==> src/rtl/hazard_stall_ctrl.sv <==
// hazard_stall_ctrl
//   Central pipeline sequencer for the five-stage core. It sits beside the
//   PC unit and the IF/ID and ID/EX registers. It decides, every cycle,
//   whether the front end advances, which pipeline registers are cleared,
//   and when an exception is taken. The priority order, highest first, is:
//   memory wait state, exception, divide issue, load-use hazard, taken branch.
//   It also counts the cycles in which the PC was held.
//
// State table
//   state    | meaning
//   RUN      | normal flow; all events are evaluated by priority
//   DIV_WAIT | front end frozen while a multi-cycle divide completes
//   MEM_WAIT | whole front end frozen until the MEM bus access completes
//
// Ports
//   cpu_clk       core clock; all state changes on the rising edge
//   reset         synchronous, active-high
//   ID_rs/ID_rt   source register fields of the instruction in ID
//   ID_uses_rt    the ID instruction reads rt
//   EX_MemRead    the instruction in EX is a load
//   EX_rt         destination register of the load in EX
//   branch_taken  branch/jump resolved taken in ID
//   div_start     a divide issues from EX this cycle
//   mem_req       MEM stage bus access active
//   mem_ready     bus access completes this cycle
//   exc_req       exception/interrupt request, held until acknowledged
//   PCWrite       PC and IF/ID load enable
//   IDEX_write    ID/EX load enable
//   IFID_flush    clear IF/ID
//   IDEX_flush    clear ID/EX (insert a bubble)
//   EXMEM_flush   clear EX/MEM
//   exc_ack       exception taken; the PC loads the vector on this edge
//   div_cancel    abort the in-flight divide
//   stall_count   cycles with PCWrite=0, wraps at 2^32
module hazard_stall_ctrl #(
  parameter int DIV_CYCLES = 32,
  parameter int CNT_W      = 6
) (
  input  logic        cpu_clk,
  input  logic        reset,
  input  logic [4:0]  ID_rs,
  input  logic [4:0]  ID_rt,
  input  logic        ID_uses_rt,
  input  logic        EX_MemRead,
  input  logic [4:0]  EX_rt,
  input  logic        branch_taken,
  input  logic        div_start,
  input  logic        mem_req,
  input  logic        mem_ready,
  input  logic        exc_req,
  output logic        PCWrite,
  output logic        IDEX_write,
  output logic        IFID_flush,
  output logic        IDEX_flush,
  output logic        EXMEM_flush,
  output logic        exc_ack,
  output logic        div_cancel,
  output logic [31:0] stall_count
);

  typedef enum logic [1:0] {
    ST_RUN      = 2'd0,
    ST_DIV_WAIT = 2'd1,
    ST_MEM_WAIT = 2'd2
  } state_t;

  // The counter is loaded with DIV_CYCLES-1 on issue and the front end stays
  // frozen through the terminal count of zero, giving DIV_CYCLES frozen cycles.
  localparam logic [CNT_W-1:0] DIV_LOAD = CNT_W'(DIV_CYCLES - 1);
  localparam logic [CNT_W-1:0] CNT_ONE  = CNT_W'(1);

  state_t           state, state_nxt;
  logic [CNT_W-1:0] div_cnt, div_cnt_nxt;
  logic             load_use;
  logic             run_evt;

  // r0 is hardwired to zero, so a load targeting it can never cause a hazard.
  assign load_use = EX_MemRead && (EX_rt != 5'd0) &&
                    ((EX_rt == ID_rs) || (ID_uses_rt && (EX_rt == ID_rt)));

  always_comb begin
    PCWrite     = 1'b1;
    IDEX_write  = 1'b1;
    IFID_flush  = 1'b0;
    IDEX_flush  = 1'b0;
    EXMEM_flush = 1'b0;
    exc_ack     = 1'b0;
    div_cancel  = 1'b0;
    state_nxt   = state;
    div_cnt_nxt = div_cnt;
    run_evt     = 1'b0;

    if (reset) begin
      // During the reset cycle the pipeline is released, whatever state was held.
      state_nxt   = ST_RUN;
      div_cnt_nxt = '0;
    end else begin
      unique case (state)
        ST_RUN: begin
          if (mem_req && !mem_ready) begin
            // A pending exception is deferred here. The requester keeps
            // exc_req high until exc_ack is returned.
            PCWrite    = 1'b0;
            IDEX_write = 1'b0;
            state_nxt  = ST_MEM_WAIT;
          end else begin
            run_evt = 1'b1;
          end
        end

        ST_MEM_WAIT: begin
          if (!mem_ready) begin
            PCWrite    = 1'b0;
            IDEX_write = 1'b0;
          end else begin
            // The access completes this cycle, so the lower RUN priorities apply now.
            state_nxt = ST_RUN;
            run_evt   = 1'b1;
          end
        end

        ST_DIV_WAIT: begin
          if (exc_req) begin
            // Abandon the divide and take the exception immediately.
            PCWrite     = 1'b1;
            IFID_flush  = 1'b1;
            IDEX_flush  = 1'b1;
            EXMEM_flush = 1'b1;
            exc_ack     = 1'b1;
            div_cancel  = 1'b1;
            state_nxt   = ST_RUN;
            div_cnt_nxt = '0;
          end else begin
            PCWrite    = 1'b0;
            IDEX_write = 1'b0;
            if (div_cnt == '0) begin
              state_nxt = ST_RUN;
            end else begin
              div_cnt_nxt = div_cnt - CNT_ONE;
            end
          end
        end

        default: begin
          state_nxt   = ST_RUN;
          div_cnt_nxt = '0;
        end
      endcase

      if (run_evt) begin
        if (exc_req) begin
          IFID_flush  = 1'b1;
          IDEX_flush  = 1'b1;
          EXMEM_flush = 1'b1;
          exc_ack     = 1'b1;
          state_nxt   = ST_RUN;
        end else if (div_start) begin
          // The issue cycle itself still advances the front end.
          state_nxt   = ST_DIV_WAIT;
          div_cnt_nxt = DIV_LOAD;
        end else if (load_use) begin
          // Hold PC and IF/ID and push one bubble into ID/EX. A taken branch
          // in the same cycle is ignored; it resolves again next cycle.
          PCWrite    = 1'b0;
          IDEX_flush = 1'b1;
        end else if (branch_taken) begin
          IFID_flush = 1'b1;
        end
      end
    end
  end

  always_ff @(posedge cpu_clk) begin
    if (reset) begin
      state       <= ST_RUN;
      div_cnt     <= '0;
      stall_count <= '0;
    end else begin
      state   <= state_nxt;
      div_cnt <= div_cnt_nxt;
      if (!PCWrite) begin
        stall_count <= stall_count + 32'd1;
      end
    end
  end

endmodule

==> config.mk <==
export PLATFORM = sky130hd
export DESIGN_NAME = hazard_stall_ctrl
export DESIGN_NICKNAME = d
export VERILOG_FILES = /design/src/rtl/hazard_stall_ctrl.sv
export SDC_FILE = /design/constraint.sdc
export NUM_CORES = 1
export LEC_CHECK = 0
export ABC_AREA = 1
export CAP_MARGIN = 0
export CORE_ASPECT_RATIO = 1.75
export CORE_MARGIN = 2
export CORE_UTILIZATION = 30
export DETAILED_ROUTE_END_ITERATION = 10
export PLACE_DENSITY = 0.48
export SLEW_MARGIN = 20
export SYNTH_ARGS = -nofsm -noshare
export SYNTH_HDL_FRONTEND = slang
export SYNTH_SLANG_ARGS = --single-unit
==> constraint.sdc <==
create_clock -name cpu_clk -period 2.3 [get_ports cpu_clk]
set_clock_uncertainty 0.2 [all_clocks]
set_input_delay 0.575 -clock cpu_clk [delete_from_list [all_inputs] [get_ports cpu_clk]]
set_output_delay 0.575 -clock cpu_clk [all_outputs]
set_load 0.005 [all_outputs]
==> results of run 1 <==
kinds of logic (layout without fill, tap and decap cells):
group | after synthesis | after routing | share of synthesized area, %
AO/OA/AOI/OAI | 48 | 48 | 9.39
XOR/XNOR | 19 | 19 | 5.86
adder cells (fa/ha/maj) | 3 | 3 | 1.32
buffers and inverters | 63 | 154 | 9.48
flip-flops | 40 | 40 | 28.2
AND/OR/NAND/NOR | 292 | 292 | 45.7
metrics by stage:
| step | TNS [ps] | cells | util (%) |
|---|---|---|---|
| after floorplan | 0 | 465 | - |
| after global placement | -11470 | 660 | 39.7 |
| after detailed placement | -12240 | 660 | 39.7 |
| after CTS | -87.9 | 678 | 42.1 |
| after global routing | -78.6 | 678 | 42.4 |
| final | 0 | 678 | 42.4 |
what timing repair did:
item,CTS,global route
pin swaps,34,17
endpoints found under the setup margin,7,5
hold buffers,0,0
gates resized for setup,119,14
setup buffers,10,0
registers in the layout, indices dropped and copies added, names as in the netlist:
| register | count |
|---|---|
| div_cnt | 6 |
| stall_count | 32 |
| state | 2 |
final cells by class:
cell class / instances / area share [%]
multi-input combinational: 362 / 46.3
inverter: 49 / 4.70
tap: 122 / 3.85
clock inverter: 2 / 0.253
clock buffer: 6 / 3.50
timing repair buffer: 97 / 21.1
sequential: 40 / 20.2
cell usage after synthesis:
cell type	instances	share of area (%)
nand2_2	3	0.66
o21bai_2	1	0.40
a22oi_1	1	0.26
xor2_1	12	3.7
nand2_1	156	21
inv_2	13	1.7
a211oi_1	1	0.26
nor2_4	2	0.79
nand3_1	41	7.2
nor2_2	8	1.8
a21oi_2	3	0.93
buf_1	2	0.26
nor3_1	9	1.6
o21ai_1	1	0.18
xnor2_1	7	2.2
o21ai_0	5	0.88
a21oi_1	34	6.0
buf_2	5	0.88
ha_1	3	1.3
o31ai_1	1	0.26
o22ai_1	1	0.22
dfxtp_1	40	28
inv_1	36	4.8
clkbuf_1	3	0.40
nand3b_1	13	3.4
nand4_1	7	1.5
nor3_2	1	0.35
nand3_2	4	1.4
buf_6	3	1.2
nor2_1	48	6.3
buf_4	1	0.26
worst min path at each step:
stage | start | end | slack [ps]
after floorplan | div_cnt[5] | div_cnt[5] | 250
after global placement | div_cnt[5] | div_cnt[5] | 260
after detailed placement | div_cnt[5] | div_cnt[5] | 270
after CTS | div_cnt[5] | div_cnt[5] | 280
after global routing | state[0] | state[1] | 320
final | div_cnt[5] | div_cnt[5] | 270
report_power, final:
| group | switching, mW | internal, mW |
|---|---|---|
| registers | 0.0125 | 0.706 |
| clock network | 0.294 | 0.428 |
| logic | 0.149 | 0.136 |
per-layer routing:
metal  share of wire, %  global-route usage [%]  routed length, um  vias to the layer above
met5                  0                       0                  0                        -
met4                4.3                    9.42                400                        0
met3                3.1                    2.66                288                       25
met2                 58                    38.9               5450                       86
met1                 35                    16.2               3260                     1503
li1                   -                       -                  -                     1660
worst register-to-register path, stage by stage, from the launching register on:
cell and delay (ps):
dfxtp_1 410, ha_1 310, nand3_2 200, inv_2 140, nand2_2 110, nor2_2 220
nand2_1 90, nand2_1 60, nand2_1 50, nand2_1 60, a21oi_1 50
==> out/summary.txt, run 1 <==
Post-route setup slack: 24.4 ps
Distinct cells, synth: 31
Drt via density: 4.83
WL per Instance: 13.9 um
Tot Pwr: 1.73 mW
Largest net degree at the start of global routing: 33
Skew-Pair Late Insertion Delay: 290 ps
Slew @ Worst Pin: 369 ps
Power per cell area: 436 mW/mm^2
WL final: 9400 um
Reg-to-Reg End: stall_count[26]
Die height: 133 um
Longest Clk Path Bufs: 2
Fin area: 0.00396 mm^2
RSZ-0062 raised after global routing: yes
Diodes inserted: 0
Post-route DRC: 0
Critical path's largest stage delay: 350 ps
CTS tree: built
CTS root buf: clkbuf_16
Mapped Cells: 465
Worst-path clk slew: 60 ps
Max-slew violations: 0
Critical path cell sequence: o21bai_4, nand2_2, nand2_2, nand2_4, buf_6, o31ai_2, buf_2
Cell Area, Synth: 0.00284 mm^2
Register area share after synthesis: 28.2%
Setup violations, final: 0
Final nets: 582
Total of max-cap violations: 0
Delay-heaviest family, CP: compound AO/OA/AOI/OAI gates
Cells on worst reg2reg path: 10
Hold Path Depth: 2
Starting Density: 30.4%
Levels on crit path: 7
I/O Buffers: 62
# rows: 47
F_max: 439 MHz
RR Startpoint: stall_count[1]
Global Route Usage Sum: 18.6%
Final HPWL DP: 7290 um
Die area: 0.0103 mm^2
GPL Wtd Cong: 0.906
Most common library cell in the layout ignoring fill and taps: nand2_1
Most frequent cells in the layout: 150 x nand2_1, 43 x nor2_1, 40 x nand3_1
Worst path slowest cell: dfxtp_2
Worst Setup EP: IDEX_flush
H-Tree Level Count: 2
Crit. Startpoint: state[1]
Filler Cell Count: 1018
First-pass GRT wire length: 15200 um
Period utilisation layout: 98.9%
Die width: 77.5 um
CP startpoint kind: flop
Area grow syn2layout: 39.6%
Slew HR: 75.4%
Via count: 3274
Pre-CTS setup slack: -818 ps
Share of cells above drive strength 1: 21.2%
Critical path endpoint category: output port
Overflow after GRT: 0
Worst Path Required: 1520 ps
Clock Sinks: 40
CP Buf/Inv Count: 2
Kind of critical path: reg2out
Seq. cell area: 802 um^2
YS warnings: 0
Crit path DAT: 1500 ps
Worst vdd ir: 0.000318 V
Area of the multi-input gates: 0.00184 mm^2
1st-pass router iterations: 4
Final worst path period need: 2280 ps
Initial drt markers: 102
Final antenna-violating net count: 0
Status: complete, no violations
LEAKAGE: 1.62 nW
Post-Place Cell Area: 0.00371 mm^2
Hold WS: 274 ps
Post-Syn Nets: 492
Vias in the first global route: 3300
Syn_area_per_cell: 6.11 um^2
Most frequent CP cell: nand2_2
Worst reg2reg setup slack: 260 ps
Final Hold Vio Count: 0
CTS buffer count: 5
Critical path peak fanout: 4
I/O Pins: 63
Worst hold path type: reg2reg
Core area: 0.00935 mm^2
Number of synthesized register bits: 40
Initial antenna violation count: 0
Note: power is estimated with default switching activity, not from simulation.
==> run 2: changes to the inputs <==
- SLEW_MARGIN: 20 -> 15
==> results of run 2 <==
Final layout, timing and power as in run 1 (identical DEF).
==> run 3: changes to the inputs <==
- CORE_MARGIN: 2 -> 1.5
- GPL_TIMING_DRIVEN: default -> 0
==> out/summary.txt, run 3 (synthesis gave the netlist of run 1 again) <==
Largest net degree at the start of global routing: 13 (-61%)
WL final: 9290 um (-1.2%)
Final HPWL DP: 7330 um (+0.62%)
Reg with most FFs: stall_count
Cts hold-fix bufs: 0 (unchanged)
Sw Share: 25.3% (-1.1 points)
Final antenna-violating net count: 0 (unchanged)
I/O Buffers: 61 (-1.6%)
Critical path cell sequence: clkdlybuf4s15_1, nand3b_1, nand2_2, nand2_4, o31ai_2, buf_2
Status: complete, no violations
CTS buffer count: 5 (unchanged)
Register share of total power: 40.0% (-1.6 points)
Hold WS: 282 ps (+7.76 ps)
Final nets: 574 (-1.4%)
Worst-path clk slew: 60 ps (about the same)
Share of cells above drive strength 1: 18.8% (-2.4 points)
1st-pass router iterations: 4 (unchanged)
GPL Wtd Cong: 0.913 (+0.71%)
Die width: 76.5 um (-1.3%)
Vias in the first global route: 3092 (-6.3%)
Clock power frac: 44.8% (+2.9 points)
Critical path peak fanout: 3 (-1)
Setup violations, final: 0 (unchanged)
Post-route DRC: 0 (unchanged)
Drt via density: 4.85 (+0.41%)
LEAKAGE: 1.58 nW (-2.3%)
Via count: 3239 (-1.1%)
Area grow syn2layout: 39.6% (unchanged)
Largest regs: stall_count: 32 flops, div_cnt: 6 flops, state: 2 flops
Tot Pwr: 1.80 mW (+4.5%)
Critical path endpoint category: output port
Die area: 0.0101 mm^2 (-2.0%)
Critical path's largest stage delay: 220 ps (-130 ps)
RSZ-0062 raised after global routing: yes
Longest Clk Path Bufs: 2 (unchanged)
Final worst path period need: 2260 ps (-17.0 ps)
Power per cell area: 455 mW/mm^2 (+4.5%)
Most common library cell in the layout ignoring fill and taps: nand2_1
Filler Cell Count: 966 (-5.1%)
Initial drt markers: 74 (-27%)
Final Hold Vio Count: 0 (unchanged)
Most frequent cells in the layout: 151 x nand2_1, 45 x nor2_1, 39 x nand3_1
# rows: 46 (-2.1%)
Core area: 0.00915 mm^2 (-2.1%)
F_max: 443 MHz (+0.75%)
Period utilisation layout: 98.2% (-0.74 points)
Die height: 132 um (-0.75%)
Diodes inserted: 0 (unchanged)
Slew @ Worst Pin: 533 ps (+164 ps)
CP startpoint kind: input port
Global Route Usage Sum: 18.9% (+0.29 points)
First-pass GRT wire length: 15100 um (-0.36%)
Initial antenna violation count: 0 (unchanged)
Worst hold path type: reg2reg
Worst Path Required: 1520 ps (about the same)
Delay-heaviest family, CP: buffers and inverters
I/O Pins: 63 (unchanged)
Worst vdd ir: 0.000251 V (-21%)
Max reg flops: 32 (unchanged)
CP Buf/Inv Count: 2 (unchanged)
Net switching power: 0.457 mW (+0.23%)
Slew HR: 64.5% (-11 points)
Layout Cells excl Fill: 668 (-1.5%)
Overflow after GRT: 0 (unchanged)
Worst path slowest cell: clkdlybuf4s15_1
Max-slew violations: 0 (unchanged)
Comb power frac: 15.3% (-1.2 points)
CTS tree: built
H-Tree Level Count: 2 (unchanged)
CTS root buf: clkbuf_16
Internal power: 1.35 mW (+6.1%)
Final setup TNS: 0 ps (unchanged)
Final design utilization: 43.3% (+0.92 points)
Placed cells: 646 (-2.1%)
Crit path DAT: 1480 ps (-20 ps)
WL per Instance: 13.9 um (+0.32%)
Skew-Pair Late Insertion Delay: 290 ps (about the same)
Total of max-cap violations: 0 (unchanged)
Kind of critical path: in2out
Clock Sinks: 40 (unchanged)
Starting Density: 31.0% (+0.66 points)
## run 3: layout make-up
type                            instances  area (um^2)  share of cell area [%]
Clock inverter                          2         35.0                   0.884
Multi-Input combinational cell        362         1860                    47.0
Buffer                                 14          101                    2.56
Inverter                               49          194                    4.89
Tap cell                              120          150                    3.79
Timing Repair Buffer                   75          688                    17.4
Sequential cell                        40          803                    20.3
Clock buffer                            6          129                    3.25
## run 3: tightest hold or removal path, delay by kind of cell, from the launching register on
family	cells	cell delay (ps)
DFF	1	310
AOI/OAI and AO/OA	1	60
and+or+nand+nor	1	60
## run 3: layer usage
metal	vias up	global-route usage, %	part of all wire (%)
met5	-	0	0
met4	0	11.6	5.5
met3	30	3.13	4.0
met2	73	36.3	54
met1	1487	18.2	37
li1	1649	-	-
## run 3: per-stage QoR
stage | setup slack (ps) | instance area [um^2]
floorplan | 231 | 2840
CTS | -22.2 | 3880
detailed placement | -960 | 3600
global placement | -964 | 3600
finish | 41.5 | 3960
global route | -53.8 | 3960
## run 3: repair_timing
action | 4_1_cts | 5_1_grt
buffers inserted | 11 | 4
endpoints found under the hold margin | 0 | 0
setup endpoints to repair | 7 | 7
gates resized for setup | 126 | 18
pin swaps | 27 | 23
## run 3: path summary, 6_finish.rpt
check / from / to / slack, ps / cells past startpoint
max: exc_req / IDEX_flush / 40 / 6
min: div_cnt[5] / div_cnt[5] / 280 / 2
max reg2reg: stall_count[0] / stall_count[14] / 170 / 8
min reg2reg: div_cnt[5] / div_cnt[5] / 280 / 2
## run 3: power groups by stage
stage               registers [mW]  clock network (mW)  logic [mW]
global placement             0.735                   0       0.240
detailed placement           0.735                   0       0.240
CTS                          0.720               0.829       0.265
finish                       0.721               0.807       0.276
global route                 0.722               0.860       0.307
floorplan                    0.732                   0       0.139
